--- config.mk ---
export PLATFORM = sky130hd
export DESIGN_NAME = tlp_fifo_flat
export DESIGN_NICKNAME = d
export VERILOG_FILES = /design/src/rtl/tlp_fifo_pkg.sv /design/src/rtl/tlp_fifo_if.sv /design/src/rtl/tlp_fifo_mem.sv /design/src/rtl/tlp_fifo.sv /design/src/flat_wrapper.sv
export SDC_FILE = /design/constraint.sdc
export NUM_CORES = 1
export LEC_CHECK = 0
export CORE_MARGIN = 2
export CORE_UTILIZATION = 50
export CTS_BUF_LIST = sky130_fd_sc_hd__clkbuf_4 sky130_fd_sc_hd__clkbuf_8
export DETAILED_ROUTE_END_ITERATION = 10
export GPL_TIMING_DRIVEN = 0
export HOLD_SLACK_MARGIN = 0.1
export PLACE_DENSITY = 0.85
export SYNTH_ARGS = -nofsm -noshare
export SYNTH_HDL_FRONTEND = slang
export SYNTH_SLANG_ARGS = --single-unit
--- constraint.sdc ---
create_clock -name clk -period 2.4 [get_ports clk]
set_input_delay 0.48 -clock clk [delete_from_list [all_inputs] [get_ports clk]]
set_output_delay 0.48 -clock clk [all_outputs]
set_load 0.1 [all_outputs]
--- src/rtl/tlp_fifo_pkg.sv ---
// Shared TLP defines: default FIFO geometry and reset thresholds, used by the
// flow-control FSM, the TLP muxes and the FIFO itself.
package tlp_fifo_pkg;

   localparam int TLP_DATA_WIDTH = 6;
   localparam int TLP_ADDR_WIDTH = 2;

   // Almost-empty threshold loaded by reset.
   localparam int TLP_AE_RESET   = 1;

   // Almost-full threshold loaded by reset: one below depth.
   function automatic int tlp_af_reset(input int addr_width);
      return (1 << addr_width) - 1;
   endfunction

endpackage

--- src/rtl/tlp_fifo_if.sv ---
// FIFO bus between the flow-control FSM (master) and a TLP FIFO (slave):
// control strobes, thresholds, write/read handshakes and status flags.
interface tlp_fifo_if
   import tlp_fifo_pkg::*;
#(
   parameter int DATA_WIDTH = TLP_DATA_WIDTH,
   parameter int ADDR_WIDTH = TLP_ADDR_WIDTH
);
   logic                  init;
   logic [ADDR_WIDTH:0]   umbral_af;
   logic [ADDR_WIDTH:0]   umbral_ae;
   logic                  push;
   logic [DATA_WIDTH-1:0] data_in;
   logic                  pop;
   logic [DATA_WIDTH-1:0] data_out;
   logic                  valid_out;
   logic                  full;
   logic                  empty;
   logic                  almost_full;
   logic                  almost_empty;
   logic                  error;
   logic [ADDR_WIDTH:0]   count;

   modport master (
      output init, umbral_af, umbral_ae, push, data_in, pop,
      input  data_out, valid_out, full, empty, almost_full, almost_empty,
             error, count
   );

   modport slave (
      input  init, umbral_af, umbral_ae, push, data_in, pop,
      output data_out, valid_out, full, empty, almost_full, almost_empty,
             error, count
   );
endinterface

--- src/rtl/tlp_fifo_mem.sv ---
// Storage array for tlp_fifo: DEPTH x DATA_WIDTH registers with a synchronous
// write port and an address-indexed read port.
module fifo_mem
   import tlp_fifo_pkg::*;
#(
   parameter int DATA_WIDTH = TLP_DATA_WIDTH,
   parameter int ADDR_WIDTH = TLP_ADDR_WIDTH
) (
   input  logic                  clk,
   input  logic                  i_we,
   input  logic [ADDR_WIDTH-1:0] i_waddr,
   input  logic [DATA_WIDTH-1:0] i_wdata,
   input  logic [ADDR_WIDTH-1:0] i_raddr,
   output logic [DATA_WIDTH-1:0] o_rdata
);
   localparam int DEPTH = 1 << ADDR_WIDTH;

   logic [DATA_WIDTH-1:0] r_mem [DEPTH];

   // NOTE: the array has no reset; occupancy lives in the pointers and count,
   // so stale words are never observable and a reset tree here would be waste.
   always_ff @(posedge clk) begin
      if (i_we) r_mem[i_waddr] <= i_wdata;
   end

   assign o_rdata = r_mem[i_raddr];

endmodule

--- src/rtl/tlp_fifo.sv ---
// TLP FIFO: pointers, occupancy, programmable almost-full/empty flags and a
// sticky overflow/underflow flag around a fifo_mem array; 1-cycle pop latency.
module tlp_fifo
   import tlp_fifo_pkg::*;
#(
   parameter int DATA_WIDTH = TLP_DATA_WIDTH,
   parameter int ADDR_WIDTH = TLP_ADDR_WIDTH
) (
   input logic       clk,
   input logic       reset,
   tlp_fifo_if.slave bus
);
   localparam int                DEPTH  = 1 << ADDR_WIDTH;
   localparam int                CNT_W  = ADDR_WIDTH + 1;
   localparam logic [CNT_W-1:0]  AF_RST = CNT_W'(tlp_af_reset(ADDR_WIDTH));
   localparam logic [CNT_W-1:0]  AE_RST = CNT_W'(TLP_AE_RESET);

   logic [ADDR_WIDTH-1:0] r_wr_ptr;
   logic [ADDR_WIDTH-1:0] r_rd_ptr;
   logic [CNT_W-1:0]      r_count;
   logic [CNT_W-1:0]      r_af;
   logic [CNT_W-1:0]      r_ae;
   logic [DATA_WIDTH-1:0] r_data_out;
   logic                  r_valid_out;
   logic                  r_error;

   logic                  w_full;
   logic                  w_empty;
   logic                  w_push_ok;
   logic                  w_pop_ok;
   logic                  w_reject;
   logic [DATA_WIDTH-1:0] w_rdata;

   assign w_full    = (r_count == CNT_W'(DEPTH));
   assign w_empty   = (r_count == '0);
   // Acceptance is judged on the pre-edge count, so push+pop on a full FIFO
   // drains one word and push+pop on an empty FIFO stores one word.
   assign w_push_ok = bus.push & ~w_full  & ~bus.init;
   assign w_pop_ok  = bus.pop  & ~w_empty & ~bus.init;
   assign w_reject  = ~bus.init & ((bus.push & w_full) | (bus.pop & w_empty));

   fifo_mem #(
      .DATA_WIDTH (DATA_WIDTH),
      .ADDR_WIDTH (ADDR_WIDTH)
   ) u_mem (
      .clk     (clk),
      .i_we    (w_push_ok),
      .i_waddr (r_wr_ptr),
      .i_wdata (bus.data_in),
      .i_raddr (r_rd_ptr),
      .o_rdata (w_rdata)
   );

   // NOTE: all state here updates with non-blocking assignments so every
   // register sees the same pre-edge values regardless of statement order.
   always_ff @(posedge clk or posedge reset) begin
      if (reset) begin
         r_wr_ptr    <= '0;
         r_rd_ptr    <= '0;
         r_count     <= '0;
         r_af        <= AF_RST;
         r_ae        <= AE_RST;
         r_data_out  <= '0;
         r_valid_out <= 1'b0;
         r_error     <= 1'b0;
      end else if (bus.init) begin
         r_wr_ptr    <= '0;
         r_rd_ptr    <= '0;
         r_count     <= '0;
         r_af        <= bus.umbral_af;
         r_ae        <= bus.umbral_ae;
         r_valid_out <= 1'b0;
         r_error     <= 1'b0;
      end else begin
         if (w_push_ok) r_wr_ptr <= r_wr_ptr + ADDR_WIDTH'(1);
         if (w_pop_ok) begin
            r_rd_ptr   <= r_rd_ptr + ADDR_WIDTH'(1);
            r_data_out <= w_rdata;
         end
         r_valid_out <= w_pop_ok;
         r_count     <= r_count + CNT_W'(w_push_ok) - CNT_W'(w_pop_ok);
         if (w_reject) r_error <= 1'b1;
      end
   end

   assign bus.data_out     = r_data_out;
   assign bus.valid_out    = r_valid_out;
   assign bus.count        = r_count;
   assign bus.error        = r_error;
   assign bus.full         = w_full;
   assign bus.empty        = w_empty;
   assign bus.almost_full  = (r_count >= r_af);
   assign bus.almost_empty = (r_count <= r_ae);

endmodule

--- src/flat_wrapper.sv ---
// flat-port wrapper written by rule: the top's interface ports become plain ports
module tlp_fifo_flat import tlp_fifo_pkg::*;
#(
   parameter int DATA_WIDTH = TLP_DATA_WIDTH,
   parameter int ADDR_WIDTH = TLP_ADDR_WIDTH
)
  (clk, reset, bus_init, bus_umbral_af, bus_umbral_ae, bus_push, bus_data_in, bus_pop, bus_data_out, bus_valid_out, bus_full, bus_empty, bus_almost_full, bus_almost_empty, bus_error, bus_count);
  tlp_fifo_if #(.DATA_WIDTH(DATA_WIDTH), .ADDR_WIDTH(ADDR_WIDTH)) bus_i ();
  input logic clk;
  input logic reset;
  input wire logic [$bits(bus_i.init)-1:0] bus_init;
  input wire logic [$bits(bus_i.umbral_af)-1:0] bus_umbral_af;
  input wire logic [$bits(bus_i.umbral_ae)-1:0] bus_umbral_ae;
  input wire logic [$bits(bus_i.push)-1:0] bus_push;
  input wire logic [$bits(bus_i.data_in)-1:0] bus_data_in;
  input wire logic [$bits(bus_i.pop)-1:0] bus_pop;
  output wire logic [$bits(bus_i.data_out)-1:0] bus_data_out;
  output wire logic [$bits(bus_i.valid_out)-1:0] bus_valid_out;
  output wire logic [$bits(bus_i.full)-1:0] bus_full;
  output wire logic [$bits(bus_i.empty)-1:0] bus_empty;
  output wire logic [$bits(bus_i.almost_full)-1:0] bus_almost_full;
  output wire logic [$bits(bus_i.almost_empty)-1:0] bus_almost_empty;
  output wire logic [$bits(bus_i.error)-1:0] bus_error;
  output wire logic [$bits(bus_i.count)-1:0] bus_count;
  assign bus_i.init = bus_init;
  assign bus_i.umbral_af = bus_umbral_af;
  assign bus_i.umbral_ae = bus_umbral_ae;
  assign bus_i.push = bus_push;
  assign bus_i.data_in = bus_data_in;
  assign bus_i.pop = bus_pop;
  assign bus_data_out = bus_i.data_out;
  assign bus_valid_out = bus_i.valid_out;
  assign bus_full = bus_i.full;
  assign bus_empty = bus_i.empty;
  assign bus_almost_full = bus_i.almost_full;
  assign bus_almost_empty = bus_i.almost_empty;
  assign bus_error = bus_i.error;
  assign bus_count = bus_i.count;
  tlp_fifo #(.DATA_WIDTH(DATA_WIDTH), .ADDR_WIDTH(ADDR_WIDTH)) u_core (.clk(clk), .reset(reset), .bus(bus_i));
endmodule
; Word-level counts from Yosys, hierarchy flattened
; Memories as Yosys holds them, arrays and structs flattened. A register that Yosys moved wholly into a read port is not among the register bits.
; Index checks and enable logic that the tools add are counted.
[op_classes]
n_reduce_logical = 5
add_sub_neg = 4
magnitude_cmp = 2
bitwise = 11
mux = 10
eq_ne = 1
[ops]
columns = cell, count
row1 = $mux 2, 4
row2 = $and 1x1->1, 7
row3 = $reduce_bool 2->1, 3
row4 = $mux 1, 5
row5 = $add 2x1->2 const B, 2
row6 = $add 3x1->3, 1
row7 = $eq 3x3->1 const B, 1
row8 = $ge 3x3->1, 1
row9 = $le 3x3->1, 1
row10 = $logic_not 3->1, 1
row11 = $mux 3, 1
row12 = $not 1->1, 3
row13 = $sub 3x1->3, 1
row14 = $reduce_and 2->1, 1
row15 = $or 1x1->1, 1
[word_totals]
reg_bits = 15
inputBits = 17
ramBits = 24
memories = 1
out_inout_bits = 15
wordCells = 41
[mem_list]
columns = name, words, word_bits, read_ports, rd_clocked_by_memory_dff, wr, line_no
row1 = u_core.u_mem.r_mem, 4, 6, 1, 1, 1, tlp_fifo_mem.sv:18  ; logic [DATA_WIDTH-1:0] r_mem [DEPTH];

; Longest topological paths before layout
; Gate-level depths: netlist of the first run.
[depth]
word_depth = 7
depth_mapped = 9
ltp_nobuf = 9

; By module
; From an unflattened synthesis of the first run, not the netlist that was laid out.
[hier_totals]
hier_cells = 128
area_unflattened_um2 = 1951.9
[modules_own_cells]
columns = module, cells_each, area_each_um2, seq_area_each_um2, instances
row1 = tlp_fifo, 93, 1053.5, 529.3, 1
row2 = fifo_mem, 35, 898.4, 720.7, 1

; Worst setup path before layout of the first run
; No wires, ideal clock.
[synth_timing]
kind = reg2out
startpoint = register u_core.r_count[1] (netlist: u_core.bus.count[1])
endpoint = output bus_almost_empty
arrival_ps = 3866
path_buffers = 0
path_stages_with_launch = 5
required_time_ps = 1920
slack_ps = -1946
cell_sequence = dfrtp_1 ha_1 nor2b_1 o21a_1 o21ai_0
[synth_between]
elab_chain_len = 1
[synth_rtl]
columns = element, line_no
row1 = start: declaration, tlp_fifo.sv:20  ; logic [CNT_W-1:0] r_count;
row2 = start signal: assignment, tlp_fifo.sv:81  ; r_count <= r_count + CNT_W'(w_push_ok) - CNT_W'(w_pop_ok);
row3 = $le 3x3->1, tlp_fifo.sv:93  ; assign bus.almost_empty = (r_count <= r_ae);
row4 = end: declaration, flat_wrapper.sv:22  ; output wire logic [$bits(bus_i.almost_empty)-1:0] bus_almost_empty;
; Every way passes these cells.

; Final worst setup path of the first run
; Same ends and word-level chain as after synthesis.

==> results of run 1 <==
-- synth_stat cells --
cell type	number
nor2_1	6
and2_1	4
buf_1	1
mux4_2	6
o31ai_1	1
nor3b_2	1
o21a_1	1
nor2b_1	2
nor3b_4	1
nand3_1	1
nand3b_1	1
nand2b_1	1
or3_1	1
buf_2	1
o21ai_0	7
clkbuf_1	2
dfstp_2	3
mux2_2	9
xor2_1	3
a21o_1	2
ha_1	12
nor3_2	1
fa_1	1
inv_1	11
nor3_1	1
nand2_1	4
xnor2_1	1
edfxtp_1	24
dfrtp_1	18
o311ai_0	1
a21oi_1	3
-- power breakdown --
part           leakage, µW  internal [µW]  switching [µW]
clock network    0.0000591            318             271
registers         0.000473            950            97.4
logic             0.000492            516            1170
total              0.00102           1780            1540
-- path summary, 6_finish.rpt --
kind	end	slack, ns
min reg2reg	u_core.bus.data_out[2]	0.51
max	bus_almost_empty	0.08
max in group asynchronous	u_core.bus.count[1]	1.10
max reg2reg	u_core.bus.count[1]	0.25
min	u_core.bus.data_out[2]	0.51
min in group asynchronous	u_core.bus.data_out[5]	0.65
-- per-layer routing --
metal	global-route usage	up-vias	routed length, µm
met3	0.0574	9	129
met5	0	-	0
li1	-	552	-
met4	0.0791	0	64
met1	0.250	583	1610
met2	0.309	26	1940
-- registers in the layout (all words and copies together) (netlist names) --
register and count:
u_core.bus.count 3, u_core.u_mem.r_mem 24, u_core.bus.error 1, u_core.r_rd_ptr 2, u_core.bus.valid_out 1, u_core.r_ae 3
u_core.r_af 3, u_core.bus.data_out 6, u_core.r_wr_ptr 2
-- logic make-up (layout without fill, tap and decap cells) --
kind of cell,count (synthesis),after routing,synth area share
AOI/OAI and AO/OA,15,15,0.0448
DFF,45,45,0.630
and+or+nand+nor,24,24,0.0738
buffers and inverters,15,58,0.0290
muxes,15,15,0.119
xor gates and xnor gates,4,4,0.0177
adders and majority gates,13,13,0.0857
-- stage by stage --
stage,instances,utilization,setup TNS [ns]
after floorplan,131,-,-1.30
after global placement,210,0.637,-1.54
after detailed placement,210,0.637,-2.54
after CTS,219,0.669,0
after global routing,222,0.680,0
final,222,0.680,0
-- worst max-delay path, stage by stage, from the launching register on --
cell and delay (ns):
dfrtp_4 0.53, ha_1 0.32, nor2b_1 0.14, o21a_1 0.18, o21ai_2 0.17, buf_12 0.20
-- final cells by class --
type	instances	area, µm²
Buffer	4	16.3
Clock buffer	5	68.8
Clock inverter	3	47.5
Fill cell	264	1200
Inverter	11	41.3
Multi-Input combinational cell	71	701
Sequential cell	45	1260
Tap cell	48	60.1
Timing Repair Buffer	35	350
-- what timing repair did --
| action | 4_1_cts | 5_1_grt |
|---|---|---|
| setup endpoints to repair | 9 | 4 |
| pin swaps | 0 | 0 |
| setup buffers | 1 | 3 |
| gates resized for setup | 22 | 5 |
==> flow_metrics.env, run 1 <==
export IMPL_row_cnt=22
export IMPL_synth_seq_area_share=0.630
export IMPL_yosysWarnings=0
export IMPL_clock_skew_ns=0.0124
export IMPL_irDropWorstVdd_mv=0.696
export IMPL_cell_leakage_power_uw=0.00102
export IMPL_die_width_um=67
export IMPL_max_slew_headroom=0.348
export IMPL_synth_top_area_share=0.363
export IMPL_gpl_final_weighted_congestion=0.764
export IMPL_end_kind="primary output"
export IMPL_clock_sinks=45
export IMPL_via_per_inst=5.27
export IMPL_ctsHtreeMaxLevel=2
export IMPL_cts_root_buffer="clkbuf_8"
export IMPL_hold_violations=0
export IMPL_global_route_wire_length_before_repair_um=6110
export IMPL_criticalPathCategory="reg2out"
export IMPL_drt_wl_total_um=3740
export IMPL_status="complete, no violations"
export IMPL_routedWlPerCell_um=16.8
export IMPL_synth_nets=161
export IMPL_hold_depth=1
export IMPL_finalSetupViolations=0
export IMPL_grt_overflow_total=0
export IMPL_clkLatencyLatePin_ns=0.30
export IMPL_worst_ep_arrival_time_ns=1.84
export IMPL_syn_inst=131
export IMPL_numCtsBuffers=5
export IMPL_crit_required_ns=1.92
export IMPL_cts_tree="done"
export IMPL_antenna_violating_nets_left=0
export IMPL_setup_slack_ns=0.0752
export IMPL_place_detailed_hpwl_um=2590
export IMPL_postSynthRegisterBits=45
export IMPL_period_needed_ns=2.32
export IMPL_pwr_density_cell_mw_per_mm2=1310
export IMPL_overall_power_after_layout_uw=3330
export IMPL_finalNetCount=203
export IMPL_start_util=0.530
export IMPL_mappedNetlistArea_mm2=0.00198
export IMPL_grt_pass1_vias=1253
export IMPL_preCtsSetupSlack_ns=-0.555
export IMPL_layout_common_cells="24 x clkdlybuf4s50_1, 24 x edfxtp_1, 15 x dfrtp_1"
export IMPL_synth_area_leader_cell="edfxtp_1"
export IMPL_grt_antenna_before_repair=0
export IMPL_hp_start="u_core.bus.data_out[2]"
export IMPL_hold_path_class="reg2reg"
export IMPL_die_y_um=67
export IMPL_synth_area_leaders="edfxtp_1 36%, dfrtp_1 23%, ha_1 7.6%, mux4_2 6.8%, mux2_2 5.1%"
export IMPL_critPathLaunchType="flip-flop"
export IMPL_holdBufCountCts=0
export IMPL_clock_tree_buffer_depth=2
export IMPL_synth_cell_types=31
export IMPL_number_of_antenna_repair_diodes=0
export IMPL_finish_instance_area_mm2=0.00255
export IMPL_layout_drive_gt1_share=0.259
export IMPL_grt_setup_unrepaired="no"
export IMPL_critical_path_startpoint="u_core.bus.count[1]"
export IMPL_crit_reg2reg_launch="u_core.bus.count[1]"
export IMPL_port_buffers=31
export IMPL_final_max_slew_violation_count=0
export IMPL_routed_via_count=1170
export IMPL_drt_pass1_iter_count=4
export IMPL_placed_area_mm2=0.00238
export IMPL_area_growth_syn_to_layout_pct=28.3
export IMPL_dieArea_mm2=0.00449
export IMPL_cts_clk_slew_worst_paths_ns=0.10
export IMPL_reg2reg_depth=9
export IMPL_critPathMaxFanout=7
export IMPL_drc=0
export IMPL_final_cycle_share=0.969
export IMPL_worst_hold_slack_ns=0.514
export IMPL_syn_area_per_cell_um2=15.1
export IMPL_design_core_area_mm2=0.00374
export IMPL_grt_max_degree=22
export IMPL_initial_detailed_routing_violation_count=46
export IMPL_timing_worst_slew_pin_value_ns=0.975
export IMPL_ios=32
export IMPL_max_cap_viol_count=0
export IMPL_grt_usage=0.195
export IMPL_max_freq_ghz=0.430
Power figures use the tool's default switching activity.
==> run 2, diff against run 1 <==
PLACE_DENSITY = 0.86   (was 0.85)
RECOVER_POWER = 50   (was not set)
SYNTH_HIERARCHICAL = 1   (was not set)
==> run 2 against run 1 <==
Compared with the run above:
- register-to-register slack lost 0.16 ns
- final cell count shrank 0.45%
- clock power shrank 5.3%
- sequential share of layout area shrank 0.34 points
- first-iteration DRC count shrank 28%
- core utilization grew 0.84 points
- synthesized cell count shrank 2.3%
- worst setup slack lost 0.030 ns
- via count grew 3.2%
- non-clock buffer count grew 1
- highest routed layer unchanged
- wire length grew 0.56%
- combinational power grew 2%
==> flow_metrics.env, run 2 <==
export IMPL_status="complete, no violations"
export IMPL_ys_top_cells_by_count="24 x edfxtp_1, 18 x dfrtp_1, 10 x mux2_2, 8 x ha_1, 8 x inv_1"
export IMPL_largest_register_ffs=24
export IMPL_register_area_mm2=0.00126
export IMPL_layout_drive_gt1_share=0.295
export IMPL_final_fill_count=254
export IMPL_criticalPathCategory="reg2out"
export IMPL_synth_most_common_cell="edfxtp_1"
export IMPL_yosysWarnings=6
export IMPL_period_needed_ns=2.36
export IMPL_grt_overflow_total=0
export IMPL_synth_area_leader_cell="edfxtp_1"
export IMPL_clock_sinks=45
export IMPL_die_y_um=66.5
export IMPL_overall_power_after_layout_uw=3340
export IMPL_crit_slowest_cell="clkdlybuf4s50_1"
export IMPL_routed_via_count=1207
export IMPL_critPathMaxFanout=4
export IMPL_grt_max_degree=22
export IMPL_place_inst=207
export IMPL_timing_critical_path_cells="clkdlybuf4s50_1"
export IMPL_grt_pass1_vias=1253
export IMPL_drt_wl_total_um=3760
export IMPL_synth_seq_area_share=0.640
export IMPL_worst_ep_arrival_time_ns=1.88
export IMPL_mappedNetlistArea_mm2=0.00195
export IMPL_antenna_violating_nets_left=0
export IMPL_place_detailed_hpwl_um=2480
export IMPL_cts_root_buffer="clkbuf_8"
export IMPL_placed_area_mm2=0.00236
export IMPL_design_core_area_mm2=0.00372
export IMPL_final_cycle_share=0.981
export IMPL_finish_cell_count_without_fillers=221
export IMPL_number_of_synthesized_flops_with_an_enable_pin=24
export IMPL_dieArea_mm2=0.00442
export IMPL_synth_cell_types=29
export IMPL_postSynthRegisterBits=45
export IMPL_row_cnt=22
export IMPL_clock_tree_buffer_depth=2
export IMPL_grt_usage=0.198
export IMPL_drt_pass1_iter_count=4
export IMPL_drc=0
export IMPL_finalNetCount=198
export IMPL_global_route_wire_length_before_repair_um=6180
export IMPL_switchingPower_uw=1530
export IMPL_mostFrequentLayoutCell="edfxtp_1"
export IMPL_clkLatencyLatePin_ns=0.30
export IMPL_max_freq_ghz=0.425
export IMPL_clock_skew_ns=0.00322
export IMPL_internal_power_uw=1810
export IMPL_power_share_sequential=0.314
export IMPL_preCtsSetupSlack_ns=-0.571
export IMPL_synth_top_area_share=0.369
export IMPL_pwr_density_cell_mw_per_mm2=1300
export IMPL_syn_area_per_cell_um2=15.2
export IMPL_finish_instance_area_mm2=0.00256
export IMPL_crit_required_ns=1.92
export IMPL_syn_inst=128
export IMPL_ctsHtreeMaxLevel=2
export IMPL_setup_slack_ns=0.0449
export IMPL_synth_nets=154
export IMPL_finalSetupViolations=0
export IMPL_hold_violations=0
export IMPL_regMostFlops="u_core/u_mem/r_mem"
export IMPL_max_cap_viol_count=0
export IMPL_timing_worst_slew_pin_value_ns=1.08
export IMPL_ios=32
export IMPL_layout_common_cells="24 x edfxtp_1, 16 x clkdlybuf4s50_1, 15 x dfrtp_1"
export IMPL_synth_area_leaders="edfxtp_1 37%, dfrtp_1 23%, mux4_2 6.9%, mux2_2 5.8%, ha_1 5.1%"
export IMPL_cell_leakage_power_uw=0.00100
export IMPL_max_slew_headroom=0.278
export IMPL_number_of_antenna_repair_diodes=0
export IMPL_async_flop_share=0.467
export IMPL_irDropWorstVdd_mv=0.714
export IMPL_clockPowerShare=0.167
export IMPL_share_comb_of_total_power=0.519
export IMPL_port_buffers=31
export IMPL_via_per_inst=5.46
export IMPL_gpl_final_weighted_congestion=0.766
export IMPL_cts_tree="done"
export IMPL_net_switching_fraction_of_the_power=0.457
export IMPL_area_growth_syn_to_layout_pct=31.1
export IMPL_multi_input_comb_area_um2=712
export IMPL_cts_clk_slew_worst_paths_ns=0.08
export IMPL_numCtsBuffers=5
export IMPL_synthFlopType="edfxtp_1"
export IMPL_critPathLaunchType="flip-flop"
export IMPL_final_max_slew_violation_count=0
export IMPL_worst_hold_slack_ns=0.505
export IMPL_initial_detailed_routing_violation_count=33
export IMPL_kind_of_cell_with_the_highest_combined_delay_on_the_critical_path="buffers and inverters"
export IMPL_end_kind="primary output"
export IMPL_die_width_um=66.5
export IMPL_cp_buffers_inverters=1
export IMPL_slowest_delay_ns=1.13
export IMPL_hold_path_class="reg2reg"
export IMPL_routedWlPerCell_um=17.0
export IMPL_holdBufCountCts=0
export IMPL_grt_antenna_before_repair=0
export IMPL_start_util=0.525
==> run 2: power groups by stage <==
stage | Combinational [µW] | Clock (µW) | Sequential [µW]
final | 1730 | 557 | 1050
after global routing | 1810 | 601 | 1070
after floorplan | 712 | 0 | 1620
after CTS | 1670 | 570 | 1060
after detailed placement | 1610 | 0 | 1090
after global placement | 1580 | 0 | 1080
==> run 2: path summary, 6_finish.rpt <==
path / from / end / slack [ns] / cells past startpoint
setup / recovery: u_core/bus.count[2] / bus_count[2] / 0.04 / 1
hold / removal: u_core/r_af[1] / u_core/r_af[1] / 0.51 / 2
setup reg to reg: u_core/bus.count[0] / u_core/bus.count[1] / 0.09 / 10
hold reg to reg: u_core/r_af[1] / u_core/r_af[1] / 0.51 / 2
max in group asynchronous: reset / u_core/bus.count[2] / 1.03 / 2
min in group asynchronous: reset / u_core/bus.data_out[4] / 0.77 / 2
==> run 2: cells by family (layout without fill, tap and decap cells) <==
kind of cell | Yosys count | after routing | share of synthesized area
muxes | 16 | 16 | 0.127
DFF | 45 | 45 | 0.640
buffers and inverters | 11 | 56 | 0.0250
and+or+nand+nor | 30 | 30 | 0.0917
adders and majority gates | 9 | 9 | 0.0615
AOI/OAI and AO/OA | 14 | 14 | 0.0410
xor gates and xnor gates | 3 | 3 | 0.0135
==> run 2: repair_timing <==
item                       in CTS  in global routing
buffers inserted                2                  4
resized for setup              28                  5
pin swaps                       1                  1
setup endpoints to repair      15                  2
==> run 2: metal layers <==
metal  up-vias  global-route usage  share of wire
li1        551                   -              -
met1       609               0.244           0.40
met2        39               0.324           0.54
met3         8              0.0473          0.040
met4         0              0.0995          0.023
met5         -                   0              0
==> run 2: cell type report <==
type | instances | share of cell area
inverter | 8 | 0.0117
timing repair buffer | 37 | 0.143
sequential | 45 | 0.492
tap | 48 | 0.0235
clock buffer | 5 | 0.0269
buffer | 3 | 0.00880
clock inverter | 3 | 0.0161
multi-input combinational | 72 | 0.278
==> run 2: stage by stage <==
stage | util | setup TNS [ns]
6_report | 0.689 | 0
5_1_grt | 0.689 | -0.129
4_1_cts | 0.677 | 0
3_5_place_dp | 0.635 | -4.73
3_3_place_gp | 0.635 | -4.17
2_1_floorplan | - | -1.85
==> run 2: tightest hold or removal path, cell delays in order (launching register included) <==
cell	delay (ns)
dfstp_2	0.37
inv_1	0.06
o21ai_0	0.08
==> run 3, diff against run 2 <==
GPL_ROUTABILITY_DRIVEN = 1   (was not set)
==> results of run 3 <==
The final DEF is identical to that of run 2; final timing and power are the same.
